## src/rtl/instruction_prefetch_queue.sv

```systemverilog
// rtl/instruction_prefetch_queue.sv - dword code fetcher feeding a circular byte queue with a 16-byte decode window
module instruction_prefetch_queue #(
    parameter int          QUEUE_BYTES   = 16,
    parameter logic [31:0] RESET_ADDRESS = 32'hFFFF_FFF0
) (
    input  logic        clock,
    input  logic        reset,
    input  logic        flush,
    input  logic [31:0] flush_address,
    output logic        bus_read_vaild,
    input  logic        bus_read_ready,
    output logic [31:0] bus_read_address,
    input  logic [31:0] bus_read_data,
    output logic [7:0]  instruction [0:15],
    output logic [4:0]  bytes_valid,
    input  logic        consume,
    input  logic [4:0]  consume_count
);

    localparam int PW  = $clog2(QUEUE_BYTES);
    localparam int CW  = PW + 1;
    localparam int CW1 = CW + 1;

    typedef enum logic [1:0] {REDIRECT, IDLE, REQ} state_t;

    state_t          state;
    logic [7:0]      queue_mem [QUEUE_BYTES];
    logic [PW-1:0]   head;
    logic [PW-1:0]   tail;
    logic [CW-1:0]   count;
    logic [31:0]     fetch_address;

    logic [2:0]      enq_size;
    logic [4:0]      retire;
    logic            transfer;
    logic [CW-1:0]   count_after_consume;
    logic [CW-1:0]   count_next;
    logic            room_for_fetch;
    logic            room_after_transfer;
    logic [31:0]     shifted_data;
    logic [31:0]     next_fetch_address;

    // A misaligned first fetch after a redirect only delivers the upper bytes of its dword.
    assign enq_size            = 3'd4 - {1'b0, fetch_address[1:0]};
    assign shifted_data        = bus_read_data >> {fetch_address[1:0], 3'b000};
    assign retire              = !consume ? 5'd0 :
                                 (consume_count > bytes_valid) ? bytes_valid : consume_count;
    assign transfer            = bus_read_vaild && bus_read_ready;
    assign count_after_consume = count - CW'(retire);
    assign count_next          = count_after_consume + (transfer ? CW'(enq_size) : CW'(0));
    assign room_for_fetch      = ({1'b0, count_after_consume} + CW1'(enq_size)) <= CW1'(QUEUE_BYTES);
    assign room_after_transfer = ({1'b0, count_next} + CW1'(4)) <= CW1'(QUEUE_BYTES);
    assign next_fetch_address  = {bus_read_address[31:2] + 30'd1, 2'b00};

    assign bytes_valid = (count > CW'(16)) ? 5'd16 : count[4:0];

    always_comb begin
        for (int i = 0; i < 16; i++) begin
            instruction[i] = (5'(i) < bytes_valid) ? queue_mem[head + PW'(i)] : 8'h00;
        end
    end

    always_ff @(posedge clock) begin
        if (!reset && !flush && transfer) begin
            for (int j = 0; j < 4; j++) begin
                if (3'(j) < enq_size) begin
                    queue_mem[tail + PW'(j)] <= shifted_data[8*j +: 8];
                end
            end
        end
    end

    always_ff @(posedge clock) begin
        if (reset) begin
            state            <= REDIRECT;
            fetch_address    <= RESET_ADDRESS;
            bus_read_address <= {RESET_ADDRESS[31:2], 2'b00};
            bus_read_vaild   <= 1'b0;
            head             <= '0;
            tail             <= '0;
            count            <= '0;
        end else if (flush) begin
            state            <= REDIRECT;
            fetch_address    <= flush_address;
            bus_read_address <= {flush_address[31:2], 2'b00};
            bus_read_vaild   <= 1'b0;
            head             <= '0;
            tail             <= '0;
            count            <= '0;
        end else begin
            head  <= head + PW'(retire);
            count <= count_next;
            if (transfer) begin
                tail             <= tail + PW'(enq_size);
                fetch_address    <= next_fetch_address;
                bus_read_address <= next_fetch_address;
            end
            case (state)
                REDIRECT, IDLE: begin
                    if (room_for_fetch) begin
                        state          <= REQ;
                        bus_read_vaild <= 1'b1;
                    end else begin
                        state          <= IDLE;
                        bus_read_vaild <= 1'b0;
                    end
                end
                REQ: begin
                    // Without ready the request is held; with ready, keep streaming only if a full dword still fits.
                    if (transfer && !room_after_transfer) begin
                        state          <= IDLE;
                        bus_read_vaild <= 1'b0;
                    end
                end
                default: begin
                    state          <= IDLE;
                    bus_read_vaild <= 1'b0;
                end
            endcase
        end
    end

endmodule

```

## config.mk

```make
export PLATFORM = sky130hd
export DESIGN_NAME = instruction_prefetch_queue
export DESIGN_NICKNAME = d
export VERILOG_FILES = /design/src/rtl/instruction_prefetch_queue.sv
export SDC_FILE = /design/constraint.sdc
export NUM_CORES = 1
export LEC_CHECK = 0
export BUFFER_PORTS_ARGS = -buffer_cell sky130_fd_sc_hd__buf_2
export CORE_MARGIN = 3
export CORE_UTILIZATION = 46
export CTS_CLUSTER_SIZE = 40
export DETAILED_ROUTE_END_ITERATION = 7
export GPL_TIMING_DRIVEN = 0
export PLACE_DENSITY = 0.68
export SYNTH_ARGS = -nofsm -noshare
export SYNTH_HDL_FRONTEND = slang
export SYNTH_SLANG_ARGS = --single-unit
```

## constraint.sdc

```tcl
create_clock -name clock -period 7 [get_ports clock]
set_input_delay 1.4 -clock clock [delete_from_list [all_inputs] [get_ports clock]]
set_output_delay 1.4 -clock clock [all_outputs]
set_load 0.01 [all_outputs]
```

==> metrics.txt, run 1 <==
status=complete, no violations; nets=2326; Area growth syn-to-layout=13.18%; Design Area, Final=21070 um2; Hold Startpoint=bus_read_address[22]$_SDFFE_PP1P_; Peak VDD IR=0.1673 mV; most frequent cells in the layout=nand2_1, buf_2, mux4_2; Clock Sink Count=175; Startpoint Class=flip-flop; Avg Inst Size Synth=9.524 um2; CTS tree=built; DRT Wirelength=78.73 mm; Post-DRT Antenna Nets=0; leak pwr=7.824 nW; non-filler instance count after layout=2750; period utilization=98.16%; RSZ-0062 raised after global routing=false; Distinct cells, synth=60; # DRC=0; share of async-settable or async-resettable flops after synthesis=0%; Post-DP Area=20470 um2; maximum level of the CTS H-tree=4; Hold Path Stages=2; max-slew violation count=0; Overflow after GRT=0; setup TNS=0 ns; antenna fix cells=0; vias in the first global route=17511; clock skew=0.01939 ns; Initial DRC Count=2254; R2R Path End=bus_read_vaild$_SDFFE_PP0P_; IO buf count=237; Placeable Area=39820 um2; worst slew pin tran=1.460 ns; largest net degree at the start of global routing=17; router iterations before antenna repair=6; Maximum Capacitance Violations=0; first-pass GRT wire length=115.9 mm; final setup vio count=0; row count=73; final-report hold violation count=0; Starting Density=46.75%; Syn Std Cell Area=18620 um2; Most used DFF post-synth=edfxtp_1; Die Footprint=42930 um2; power per cell area=232.7 nW/um2; Max stage delay on crit path=0.62 ns; critical path peak fanout=10; Crit Reg-Reg Startpoint=count[4]$_SDFF_PP0_; slew margin rel.=2.636%; register area share after synthesis=25.70%; I/O Pins=240; r2r setup slk=2.02 ns; CTS clk-pin slew, worst paths=0.07 ns; initial antenna violation count=1; post-cts sizing count=0; Critical Path RT=5.60 ns; Final min period=6.871 ns; Ys Warns=0; DIE WIDTH=207.2 um; CTS Buf Count=17; Cell Chain, Critical Path=clkbuf_1 -> buf_1 -> inv_1 -> ha_1 -> buf_4 -> buf_2 -> buf_1 -> mux4_2 -> mux4_2 -> nor2b_1 -> buf_2; DR WL/cell=28.63 um; Detailed Place HPWL=63.43 mm; CP max stage cell=buf_1; Clk Latency, worst-skew pair=0.44 ns; vias per cell=6.652; Worst Setup End Kind=output pin; Post-synth EDFFs=128; Inst Count DP=2718; commonest non-fill, non-tap cell in the layout=nand2_1; HP Class=flip-flop to flip-flop; Mapped Cells=1955; # Post-CTS Setup Buffers=0; Chip Height=207.2 um; CP Data Arrival Time=5.47 ns; Clock Tree Root=clkbuf_16; Vias=18292; layout cells sized above 1=25.53%; GRT Overall Usage=35.71%; Hold Buf Count CTS=0; Fmax achieved=0.1455 GHz; hold path endpoint=bus_read_address[22]$_SDFFE_PP1P_; clock buffer depth=2; Synth Register Bits=175; Layout Utilization=52.92%; worst-case reg-to-reg path depth=17; routability cong.=1.082; CP Class=flip-flop to output pin
[area by class of cell]
class	count	area, um2
multi-input combinational	1596	13050
clock inverter	10	86.33
clock buffer	22	521.8
timing repair buffer	237	1186
inverter	23	86.33
tap	525	656.9
sequential	175	4785
fill	3736	18750
buffer	162	706.9
[power by group]
part	switching [W]	total [W]	internal (W)
registers	0.0000425	0.00120	0.00116
logic	0.00167	0.00273	0.00106
clock network	0.000427	0.000970	0.000542
[stage by stage]
stage	setup WS [ns]	total power (W)	hold WS, ns
after global placement	0.7002	0.003857	0.5590
after detailed placement	0.7410	0.003904	0.5845
after floorplan	2.141	0.002926	0.5746
after global routing	0.07404	0.005138	0.6074
final	0.1289	0.004904	0.5961
after CTS	0.2518	0.004870	0.6004
[Yosys cell counts (16+ instances only)]
master,number,area (um2)
nand2_1,327,1227
mux4_2,192,4324
mux2i_1,145,1451
nor2_1,139,521.8
o211ai_1,129,968.4
edfxtp_1,128,3844
o21ai_0,126,630.6
clkbuf_1,89,334.1
o21ai_1,64,320.3
nor2b_1,62,387.9
a21oi_1,60,300.3
a211oi_1,56,420.4
buf_2,52,260.3
dfxtp_1,47,940.9
ha_1,35,437.9
and3_1,30,187.7
xnor2_1,29,254.0
mux2_2,25,281.5
xor2_1,24,210.2
inv_1,22,82.58
nand2b_1,21,131.4
nand3_1,20,100.1
nor3_1,16,80.08
[routing by layer]
| layer | track usage [%] | vias up | wire length [um] |
|---|---|---|---|
| met5 | 0 | - | 0 |
| met4 | 24.34 | 0 | 6494 |
| met3 | 8.148 | 305 | 7961 |
| met2 | 52.44 | 1288 | 33230 |
| met1 | 47.15 | 8751 | 31040 |
| li1 | - | 7948 | - |
[flip-flops by register name, summed over array words and instances, names as in the netlist]
signal and count:
queue_mem 128, bus_read_address 30, count 5, head 4
tail 4, fetch_address 2, bus_read_vaild 1, state 1
[critical path: cells and delay by family, from the launching register on]
kind / cells / cell delay, ns
and+or+nand+nor: 1 / 0.15
adders and majority gates: 1 / 0.39
buffers and inverters: 7 / 2.89
muxes: 2 / 1.03
DFF: 1 / 0.54
[kinds of logic (layout without fill, tap and decap cells)]
kind of cell,count (synthesis),count (layout),share of synthesized area [%]
adders and majority gates,40,40,2.890
buffers and inverters,185,454,4.260
muxes,362,362,32.53
DFF,175,175,25.70
AOI/OAI and AO/OA,467,467,15.55
other,1,2,0.02014
and+or+nand+nor,671,671,16.43
xor gates and xnor gates,54,54,2.621
[how the worst max path moves through the flow]
stage / from / to / slack [ns] / cells past startpoint
finish: head[1]$_SDFF_PP0_ / instruction[86] / 0.13 / 11
global route: head[1]$_SDFF_PP0_ / instruction[23] / 0.07 / 11
CTS: head[1]$_SDFF_PP0_ / instruction[86] / 0.25 / 11
detailed placement: head[1]$_SDFF_PP0_ / instruction[23] / 0.74 / 11
global placement: head[1]$_SDFF_PP0_ / instruction[23] / 0.70 / 11
floorplan: consume_count[3] / bus_read_vaild$_SDFFE_PP0P_ / 2.14 / 15
No activity file was read; power rests on OpenSTA's default activity.
==> run 2: changes to the inputs <==
--- a/config.mk
+++ b/config.mk
@@ -5,11 +5,12 @@
 export SDC_FILE = /design/constraint.sdc
 export NUM_CORES = 1
 export LEC_CHECK = 0
+export ABC_CLOCK_PERIOD_IN_PS = 7000
 export BUFFER_PORTS_ARGS = -buffer_cell sky130_fd_sc_hd__buf_2
-export CORE_MARGIN = 3
 export CORE_UTILIZATION = 46
 export CTS_CLUSTER_SIZE = 40
 export DETAILED_ROUTE_END_ITERATION = 7
+export GPL_ROUTABILITY_DRIVEN = 0
 export GPL_TIMING_DRIVEN = 0
 export PLACE_DENSITY = 0.68
 export SYNTH_ARGS = -nofsm -noshare
==> run 2 against run 1 <==
Compared with the run above: register-to-register slack hardly changed; worst hold slack better by 0.0016 ns; global-route usage is 0.40 points lower; clock power down 5.3%; wire length down 6.2%; design area is 0.15% lower.
==> metrics.txt, run 2 (synthesis results as in run 1) <==
status=complete, no violations; DIE WIDTH=203.2 um; leak pwr=7.789 nW; Placeable Area=39820 um2; CTS clk-pin slew, worst paths=0.07 ns; Fmax achieved=0.1499 GHz; CP Data Arrival Time=5.27 ns; switching part of the total=44.08%; Die Footprint=41280 um2; worst slew pin tran=1.474 ns; Detailed Place HPWL=58.17 mm; Maximum Capacitance Violations=0; Initial DRC Count=3016; Worst Setup End Kind=output pin; CP Class=flip-flop to output pin; Design Area, Final=21040 um2; Final min period=6.671 ns; layout cells sized above 1=25.48%; most flop-heavy register=queue_mem; commonest non-fill, non-tap cell in the layout=nand2_1; # DRC=0; final setup vio count=0; critical path peak fanout=10; nets=2326; RSZ-0062 raised after global routing=false; post-cts sizing count=0; I/O Pins=240; r2r setup slk=2.03 ns; CP max stage cell=clkbuf_1; Overflow after GRT=0; Critical Path RT=5.60 ns; DRT Wirelength=73.88 mm; GRT Overall Usage=35.31%; setup TNS=0 ns; row count=73; vias in the first global route=17147; Clk Latency, worst-skew pair=0.44 ns; vias per cell=6.794; Peak VDD IR=0.1580 mV; CTS Buf Count=17; power per cell area=228.6 nW/um2; Post-DRT Antenna Nets=0; R2R Path End=bus_read_vaild$_SDFFE_PP0P_; router iterations before antenna repair=7; Crit Reg-Reg Startpoint=count[4]$_SDFF_PP0_; final-report hold violation count=0; combinational power share=55.9%; internal power=0.002691 W; Chip Height=203.2 um; period utilization=95.29%; Clock Sink Count=175; Cell Chain, Critical Path=clkbuf_1 -> buf_1 -> inv_1 -> ha_1 -> buf_4 -> buf_2 -> clkbuf_1 -> mux4_2 -> mux4_2 -> nor2b_1 -> buf_2; # Post-CTS Setup Buffers=0; Hold Buf Count CTS=0; clock skew=0.01815 ns; worst-case reg-to-reg path depth=18; Inst Count DP=2718; non-filler instance count after layout=2751; maximum level of the CTS H-tree=4; net switching power=0.002121 W; slew margin rel.=1.724%; Clock Tree Root=clkbuf_16; number of flip-flops in the largest register=128; HP Class=flip-flop to flip-flop; critical path startpoint=head[1]$_SDFF_PP0_; CP endpoint=instruction[33]; clock share of power=19.1%; Startpoint Class=flip-flop; Post-DP Area=20470 um2; CTS tree=built; Starting Density=46.75%; largest net degree at the start of global routing=19; IO buf count=237; Max stage delay on crit path=0.56 ns; initial antenna violation count=2; clock buffer depth=2; first-pass GRT wire length=108.1 mm; Largest regs=queue_mem x128, bus_read_address x30, count x5; Area growth syn-to-layout=13.01%; sequential power share=25.0%; DR WL/cell=26.86 um; most frequent cells in the layout=nand2_1, buf_2, mux4_2; Vias=18691; max-slew violation count=0
[run 2: cell count changes in the layout (fill, tap and decap cells not counted)]
cell,before,now
inv_4,1,0
clkinv_8,0,2
clkbuf_16,20,17
inv_8,2,4
diode_2,0,1
clkbuf_4,1,0
clkbuf_8,1,0
clkinv_4,2,3
clkinv_1,0,1
clkinv_2,1,0
inv_6,4,2
clkinvlp_4,0,3
[run 2: metal layers]
| metal | track usage [%] | up-vias | wire, um |
|---|---|---|---|
| li1 | - | 7949 | - |
| met2 | 50.66 | 1619 | 30410 |
| met1 | 46.33 | 8768 | 27500 |
| met3 | 10.96 | 351 | 10220 |
| met5 | 0 | - | 32 |
| met4 | 22.15 | 4 | 5709 |
[run 2: metrics by stage]
step,power [W],hold WS [ns],util (%),worst slack [ns]
6_report,0.004811,0.5977,52.84,0.3294
5_1_grt,0.005029,0.6327,52.83,0.2216
4_1_cts,0.004745,0.5977,52.83,0.4098
3_5_place_dp,0.003842,0.5808,51.39,0.8979
3_3_place_gp,0.003781,0.5602,51.39,0.9394
2_1_floorplan,0.002926,0.5746,-,2.141
[run 2: worst min-delay path by stage]
stage	startpoint	to	slack, ns	cells after the start
6_report	bus_read_address[22]$_SDFFE_PP1P_	bus_read_address[22]$_SDFFE_PP1P_	0.60	2
5_1_grt	bus_read_address[22]$_SDFFE_PP1P_	bus_read_address[22]$_SDFFE_PP1P_	0.63	2
4_1_cts	bus_read_address[22]$_SDFFE_PP1P_	bus_read_address[22]$_SDFFE_PP1P_	0.60	2
3_5_place_dp	bus_read_address[22]$_SDFFE_PP1P_	bus_read_address[22]$_SDFFE_PP1P_	0.58	2
3_3_place_gp	bus_read_address[18]$_SDFFE_PP1P_	bus_read_address[18]$_SDFFE_PP1P_	0.56	2
2_1_floorplan	head[0]$_SDFF_PP0_	head[0]$_SDFF_PP0_	0.57	2
[run 2: worst max-delay path: cells and delay by family (launching register included)]
| kind | cells | cell delay, ns |
|---|---|---|
| buffers and inverters | 7 | 2.67 |
| adder cells (fa/ha/maj) | 1 | 0.37 |
| AND/OR/NAND/NOR | 1 | 0.16 |
| multiplexers | 2 | 1.08 |
| flip-flops | 1 | 0.53 |
[run 2: cell type report]
| type | instances | area, um2 |
|---|---|---|
| Fill cell | 3621 | 18780 |
| Multi-Input combinational cell | 1596 | 13050 |
| Sequential cell | 175 | 4785 |
| Timing Repair Buffer | 237 | 1186 |
| Buffer | 162 | 706.9 |
| Tap cell | 525 | 656.9 |
| Clock buffer | 17 | 425.4 |
| Clock inverter | 15 | 147.6 |
| Inverter | 23 | 86.33 |
| Antenna cell | 1 | 2.502 |
[run 2: power by group through the flow]
stage / Clock, W / Combinational, W / Sequential, W
finish: 0.000919 / 0.00269 / 0.00120
global placement: 0 / 0.00256 / 0.00122
detailed placement: 0 / 0.00262 / 0.00123
global route: 0.000963 / 0.00286 / 0.00121
CTS: 0.000921 / 0.00262 / 0.00120
floorplan: 0 / 0.00171 / 0.00121
